`src/rtl/rr_arbiter_8_if.sv`:
```
`default_nettype none
// ---------------------------------------------------------------------------
// rr_arbiter_8_if : request/grant bundle for the 8-way round-robin arbiter
// Revision: 1.0
// ---------------------------------------------------------------------------
interface rr_arbiter_8_if;
  logic [7:0] req;
  logic       done;
  logic [7:0] grant;
  logic       busy;
  logic       timeout;

  modport master (
    output req,
    output done,
    input  grant,
    input  busy,
    input  timeout
  );

  modport slave (
    input  req,
    input  done,
    output grant,
    output busy,
    output timeout
  );
endinterface

`default_nettype wire

```
`src/rtl/rr_arbiter_8.sv`:
```
`default_nettype none
// ---------------------------------------------------------------------------
// rr_arbiter_8 : 8-way round-robin arbiter with registered one-hot grant
//                and a bounded hold time that forces release on expiry.
// Revision: 1.0
// ---------------------------------------------------------------------------
module rr_arbiter_8 #(
  parameter int MAX_HOLD = 16
) (
  input  wire logic      clk,
  input  wire logic      rst_n,
  rr_arbiter_8_if.slave  bus
);

  localparam int HW = (MAX_HOLD > 2) ? $clog2(MAX_HOLD) : 1;

  typedef enum logic [0:0] {
    S_IDLE = 1'b0,
    S_HOLD = 1'b1
  } state_t;

  state_t         r_state;
  state_t         w_state_nxt;
  logic [7:0]     r_grant;
  logic [7:0]     w_grant_nxt;
  logic [2:0]     r_ptr;
  logic [2:0]     w_ptr_nxt;
  logic [2:0]     r_idx;
  logic [2:0]     w_idx_nxt;
  logic [HW-1:0]  r_hcnt;
  logic [HW-1:0]  w_hcnt_nxt;
  logic           r_timeout;
  logic           w_timeout_nxt;

  logic [2:0]     w_sel;
  logic [2:0]     w_cand;
  logic           w_found;
  logic           w_rel_done;
  logic           w_rel_req;
  logic           w_rel_max;

  // Circular priority search starting at r_ptr.
  always_comb begin
    w_sel   = 3'd0;
    w_cand  = 3'd0;
    w_found = 1'b0;
    for (int k = 0; k < 8; k++) begin
      w_cand = r_ptr + 3'(k);
      if (!w_found && bus.req[w_cand]) begin
        w_sel   = w_cand;
        w_found = 1'b1;
      end
    end
  end

  assign w_rel_done = bus.done;
  assign w_rel_req  = ~bus.req[r_idx];
  assign w_rel_max  = (r_hcnt == HW'(MAX_HOLD - 1));

  always_comb begin
    w_state_nxt   = r_state;
    w_grant_nxt   = r_grant;
    w_ptr_nxt     = r_ptr;
    w_idx_nxt     = r_idx;
    w_hcnt_nxt    = r_hcnt;
    w_timeout_nxt = 1'b0;
    case (r_state)
      S_IDLE: begin
        if (w_found) begin
          w_grant_nxt = 8'b1 << w_sel;
          w_idx_nxt   = w_sel;
          w_hcnt_nxt  = '0;
          w_state_nxt = S_HOLD;
        end
      end
      S_HOLD: begin
        if (w_rel_done || w_rel_req || w_rel_max) begin
          w_grant_nxt   = 8'h00;
          w_ptr_nxt     = r_idx + 3'd1;
          w_state_nxt   = S_IDLE;
          // Only a pure expiry counts as a forced release.
          w_timeout_nxt = w_rel_max && !w_rel_done && !w_rel_req;
        end else begin
          w_hcnt_nxt = r_hcnt + HW'(1);
        end
      end
      default: begin
        w_state_nxt = S_IDLE;
        w_grant_nxt = 8'h00;
      end
    endcase
  end

  always_ff @(posedge clk or negedge rst_n) begin
    if (!rst_n) begin
      r_state   <= S_IDLE;
      r_grant   <= 8'h00;
      r_ptr     <= 3'd0;
      r_idx     <= 3'd0;
      r_hcnt    <= '0;
      r_timeout <= 1'b0;
    end else begin
      r_state   <= w_state_nxt;
      r_grant   <= w_grant_nxt;
      r_ptr     <= w_ptr_nxt;
      r_idx     <= w_idx_nxt;
      r_hcnt    <= w_hcnt_nxt;
      r_timeout <= w_timeout_nxt;
    end
  end

  assign bus.grant   = r_grant;
  assign bus.busy    = |r_grant;
  assign bus.timeout = r_timeout;

endmodule

`default_nettype wire

```
`src/flat_wrapper.sv`:
```
// flat-port wrapper written by rule: the top's interface ports become plain ports
module rr_arbiter_8_flat 
#(
  parameter int MAX_HOLD = 16
)
  (clk, rst_n, bus_req, bus_done, bus_grant, bus_busy, bus_timeout);
  rr_arbiter_8_if bus_i ();
  input  wire logic clk;
  input  wire logic rst_n;
  input wire logic [$bits(bus_i.req)-1:0] bus_req;
  input wire logic [$bits(bus_i.done)-1:0] bus_done;
  output wire logic [$bits(bus_i.grant)-1:0] bus_grant;
  output wire logic [$bits(bus_i.busy)-1:0] bus_busy;
  output wire logic [$bits(bus_i.timeout)-1:0] bus_timeout;
  assign bus_i.req = bus_req;
  assign bus_i.done = bus_done;
  assign bus_grant = bus_i.grant;
  assign bus_busy = bus_i.busy;
  assign bus_timeout = bus_i.timeout;
  rr_arbiter_8 #(.MAX_HOLD(MAX_HOLD)) u_core (.clk(clk), .rst_n(rst_n), .bus(bus_i));
endmodule
```
`config.mk`:
```
export PLATFORM = sky130hd
export DESIGN_NAME = rr_arbiter_8_flat
export DESIGN_NICKNAME = d
export VERILOG_FILES = /design/src/rtl/rr_arbiter_8_if.sv /design/src/rtl/rr_arbiter_8.sv /design/src/flat_wrapper.sv
export SDC_FILE = /design/constraint.sdc
export NUM_CORES = 1
export LEC_CHECK = 0
export CORE_UTILIZATION = 30
export DETAILED_ROUTE_END_ITERATION = 7
export GPL_TIMING_DRIVEN = 0
export SKIP_LAST_GASP = 1
export SLEW_MARGIN = 5
export SYNTH_ARGS = -nofsm -noshare
export SYNTH_HDL_FRONTEND = slang
export SYNTH_SLANG_ARGS = --single-unit
```
`constraint.sdc`:
```
create_clock -name clk -period 4.5 [get_ports clk]
set_input_delay 0.9 -clock clk [delete_from_list [all_inputs] [get_ports clk]]
set_output_delay 0.9 -clock clk [all_outputs]
set_load 0.01 [all_outputs]
```
==> reports/qor.yml <==
synth:
  synth_nets: 218
  syn_avg_cell_area_um2: 9.87
  synth-seq-area-share_pct: 25.0
  ys_warn_count: 0
  netlist_area_um2: 2000
  synth_ff_type: "dfrtp_1"
  synthTopCellsByArea: "dfrtp_1 (25%), mux4_1 (7.9%), mux2i_1 (6.5%)"
  synth-seq-cells: 20
  synth_edf_count: 0
  synth_top_area_share_pct: 25.0
  synth_cell_types: 54
  async_flop_share_pct: 100
  netlist.top_cell.by_area: "dfrtp_1"
  netlist_instances: 203
timing:
  slew_headroom_pct: 41.5
  min_period_ns: 3.88
  finClkSkew_ns: 0.00692
  setup_tns_ns: 0
  fin_crit_sh_pct: 86.3
  hold_violations: 0
  hold_slack_ns: 0.528
  timing.fmax_mhz: 258
  fin_ws_ns: 0.618
  grt_setup_unrepaired: "false"
  maxSlewViolCount: 0
  finalSetupViolCount: 0
  worst_slew_pin_slew_ns: 0.875
run:
  max_cap_viol_count: 0
setup_path:
  cp.arrival_ns: 4.04
  cp_cell_sequence: "clkbuf_1 -> inv_1 -> ha_1 -> mux2_2 -> mux4_2 -> nor2_4 -> o211ai_4 -> nor4_4 -> nor2_2 -> and2_1 -> a32o_1"
  worst-path-buf-inv: 2
  crit_slowest_cell: "mux4_2"
  critical_path.max_stage_delay_ns: 0.52
  path_depth: 11
  critPathTopFamily: "simple AND/OR/NAND/NOR gates"
  crit_required_ns: 4.66
  critPathLaunchType: "flop"
  critPathKind: "flop to flop"
  crit_fanout: 10
  worstSetupEndpointType: "flop"
  rrSetupSlack_ns: 0.62
  rr_worst_depth: 11
floorplan:
  die_h_um: 83.7
  initial_core_util_pct: 31.4
  core_um2: 6390
  die_area_um2: 7010
  io_pins: 21
  rows: 29
  die_w_um: 83.7
grt:
  grt_usage_pct: 14.2
  grt_max_degree: 21
  grt_pass1_vias: 1671
  grt_overflow: 0
  grt_pass1_wl_um: 8180
  antenna_found_initial: 0
place:
  portBuffers: 20
  post-place-ws_ns: 0.615
  routabilityCongestion: 0.863
  place.detailed.hpwl_um: 3560
cts:
  hold_buffers: 0
  cts_buffers: 3
  clkLatencyLatePin_ns: 0.26
  h-tree-depth: 1
  cts_tree: "yes"
  clk_path_buf_depth: 2
  clock-sinks: 20
  root_buffer: "clkbuf_8"
  clk_pin_slew_ns: 0.08
  post_cts_buffers: 0
  post_cts_resize_count: 0
layout:
  post-route-util_pct: 37.1
  drive_gt1_share_pct: 18.1
  antennaDiodeCount: 0
  fin_nets: 243
  areaGrowthSynthToFinish_pct: 18.4
pwr:
  p_leak_nw: 0.919
  ir_worst_vdd_v: 0.000261
  cellPowerDensity_nw_per_um2: 855
drt:
  drtAntennaViolNets: 0
  remaining_drc_errors: 0
  drtIter0Drc: 87
  vias_per_cell: 5.55
  vias: 1687
  routedWlPerCell_um: 15.5
  drt_wl_total_um: 4710
  dr.pass1.iters: 4
hold_path:
  holdCritPathClass: "flop to flop"
  holdPathStages: 1
outcome:
  status: "completed"
[routing by layer]
layer | wire, um | GRT usage (%) | part of all wire [%] | vias up
met5 | 0 | 0 | 0 | -
met4 | 25 | 2.31 | 0.53 | 0
met3 | 111 | 2.37 | 2.4 | 4
met2 | 2250 | 24.0 | 48 | 13
met1 | 2320 | 19.4 | 49 | 829
li1 | - | - | - | 841
[power by group]
part / total [W] / switching (W) / internal, W
sequential: 0.000308 / 0.0000623 / 0.000246
combinational: 0.00154 / 0.000840 / 0.000698
clock: 0.000182 / 0.0000628 / 0.000119
[per-stage QoR]
step / power (W) / std cells / area (um^2)
final: 0.00203 / 304 / 2370
after floorplan: 0.00152 / 203 / 2000
after CTS: 0.00203 / 304 / 2370
after global routing: 0.00222 / 304 / 2370
after detailed placement: 0.00185 / 300 / 2300
after global placement: 0.00184 / 300 / 2300
[final timing paths]
check	from	endpoint
max	u_core.r_ptr[1]	u_core.bus.grant[5]
min	u_core.bus.grant[5]	u_core.bus.grant[5]
max reg2reg	u_core.r_ptr[1]	u_core.bus.grant[5]
min reg2reg	u_core.bus.grant[5]	u_core.bus.grant[5]
max in group asynchronous	rst_n	u_core.r_ptr[1]
min in group asynchronous	rst_n	u_core.bus.grant[6]
[cell usage in the layout (no fill, tap or decap), drive strengths merged, types with 3 or more instances in the layout]
cell type | synthesis | layout
or2 | 3 | 3
o22ai | 3 | 3
mux2i | 13 | 13
clkdlybuf4s50 | 0 | 20
a32o | 6 | 6
o22a | 3 | 3
or3 | 3 | 3
clkbuf | 4 | 7
mux4 | 11 | 11
dfrtp | 20 | 20
xor2 | 3 | 3
nand2b | 4 | 4
a21oi | 10 | 10
buf | 3 | 3
o32ai | 5 | 5
a211oi | 5 | 5
nor3 | 6 | 6
o21ai | 13 | 13
nand3 | 5 | 5
inv | 10 | 10
nand2 | 23 | 23
mux2 | 8 | 8
nor4 | 4 | 4
ha | 4 | 4
nor2 | 13 | 13
[layout make-up]
| type | count | area, um^2 |
|---|---|---|
| inverters | 12 | 45.0 |
| plain buffers | 9 | 96.3 |
| repair buffers | 20 | 200 |
| fillers | 647 | 4010 |
| flip-flops and latches | 20 | 500 |
| clock inverters | 1 | 30.0 |
| well taps | 77 | 96.3 |
| clock buffers | 3 | 41.3 |
| multi-input cells | 162 | 1360 |
[sequential cells by signal (all words and copies together), names as in the netlist]
name	cells
u_core.bus.grant	8
u_core.r_hcnt	4
u_core.r_idx	3
u_core.r_ptr	3
u_core.bus.timeout	1
u_core.r_state	1
[synthesized netlist by cell type, types with 2 or more instances]
library cell,n
nand2_1,23
dfrtp_1,20
mux2i_1,13
o21ai_0,11
nor2_1,10
a21oi_1,9
inv_1,9
mux2_2,8
mux4_1,6
nor3_1,6
a211oi_1,5
a32o_1,5
mux4_2,5
nand3_1,5
o32ai_1,5
ha_1,4
buf_6,3
nand2b_1,3
nor4_1,3
o22ai_1,3
or3_1,3
xor2_1,3
a21boi_0,2
and2_1,2
clkbuf_1,2
clkbuf_8,2
clkinv_1,2
nor2_2,2
o221ai_1,2
o22a_2,2
or2_1,2
[cell families (layout without fill, tap and decap cells)]
group / count (synthesis) / after routing / synth area share (%)
AND/OR/NAND/NOR: 65 / 65 / 16.8
AO/OA/AOI/OAI: 58 / 58 / 22.9
adder cells (fa/ha/maj): 4 / 4 / 2.50
flip-flops: 20 / 20 / 25.0
multiplexers: 32 / 32 / 24.5
XOR/XNOR: 3 / 3 / 1.31
buffers and inverters: 21 / 45 / 7.05
Power figures use the tool's default switching activity.
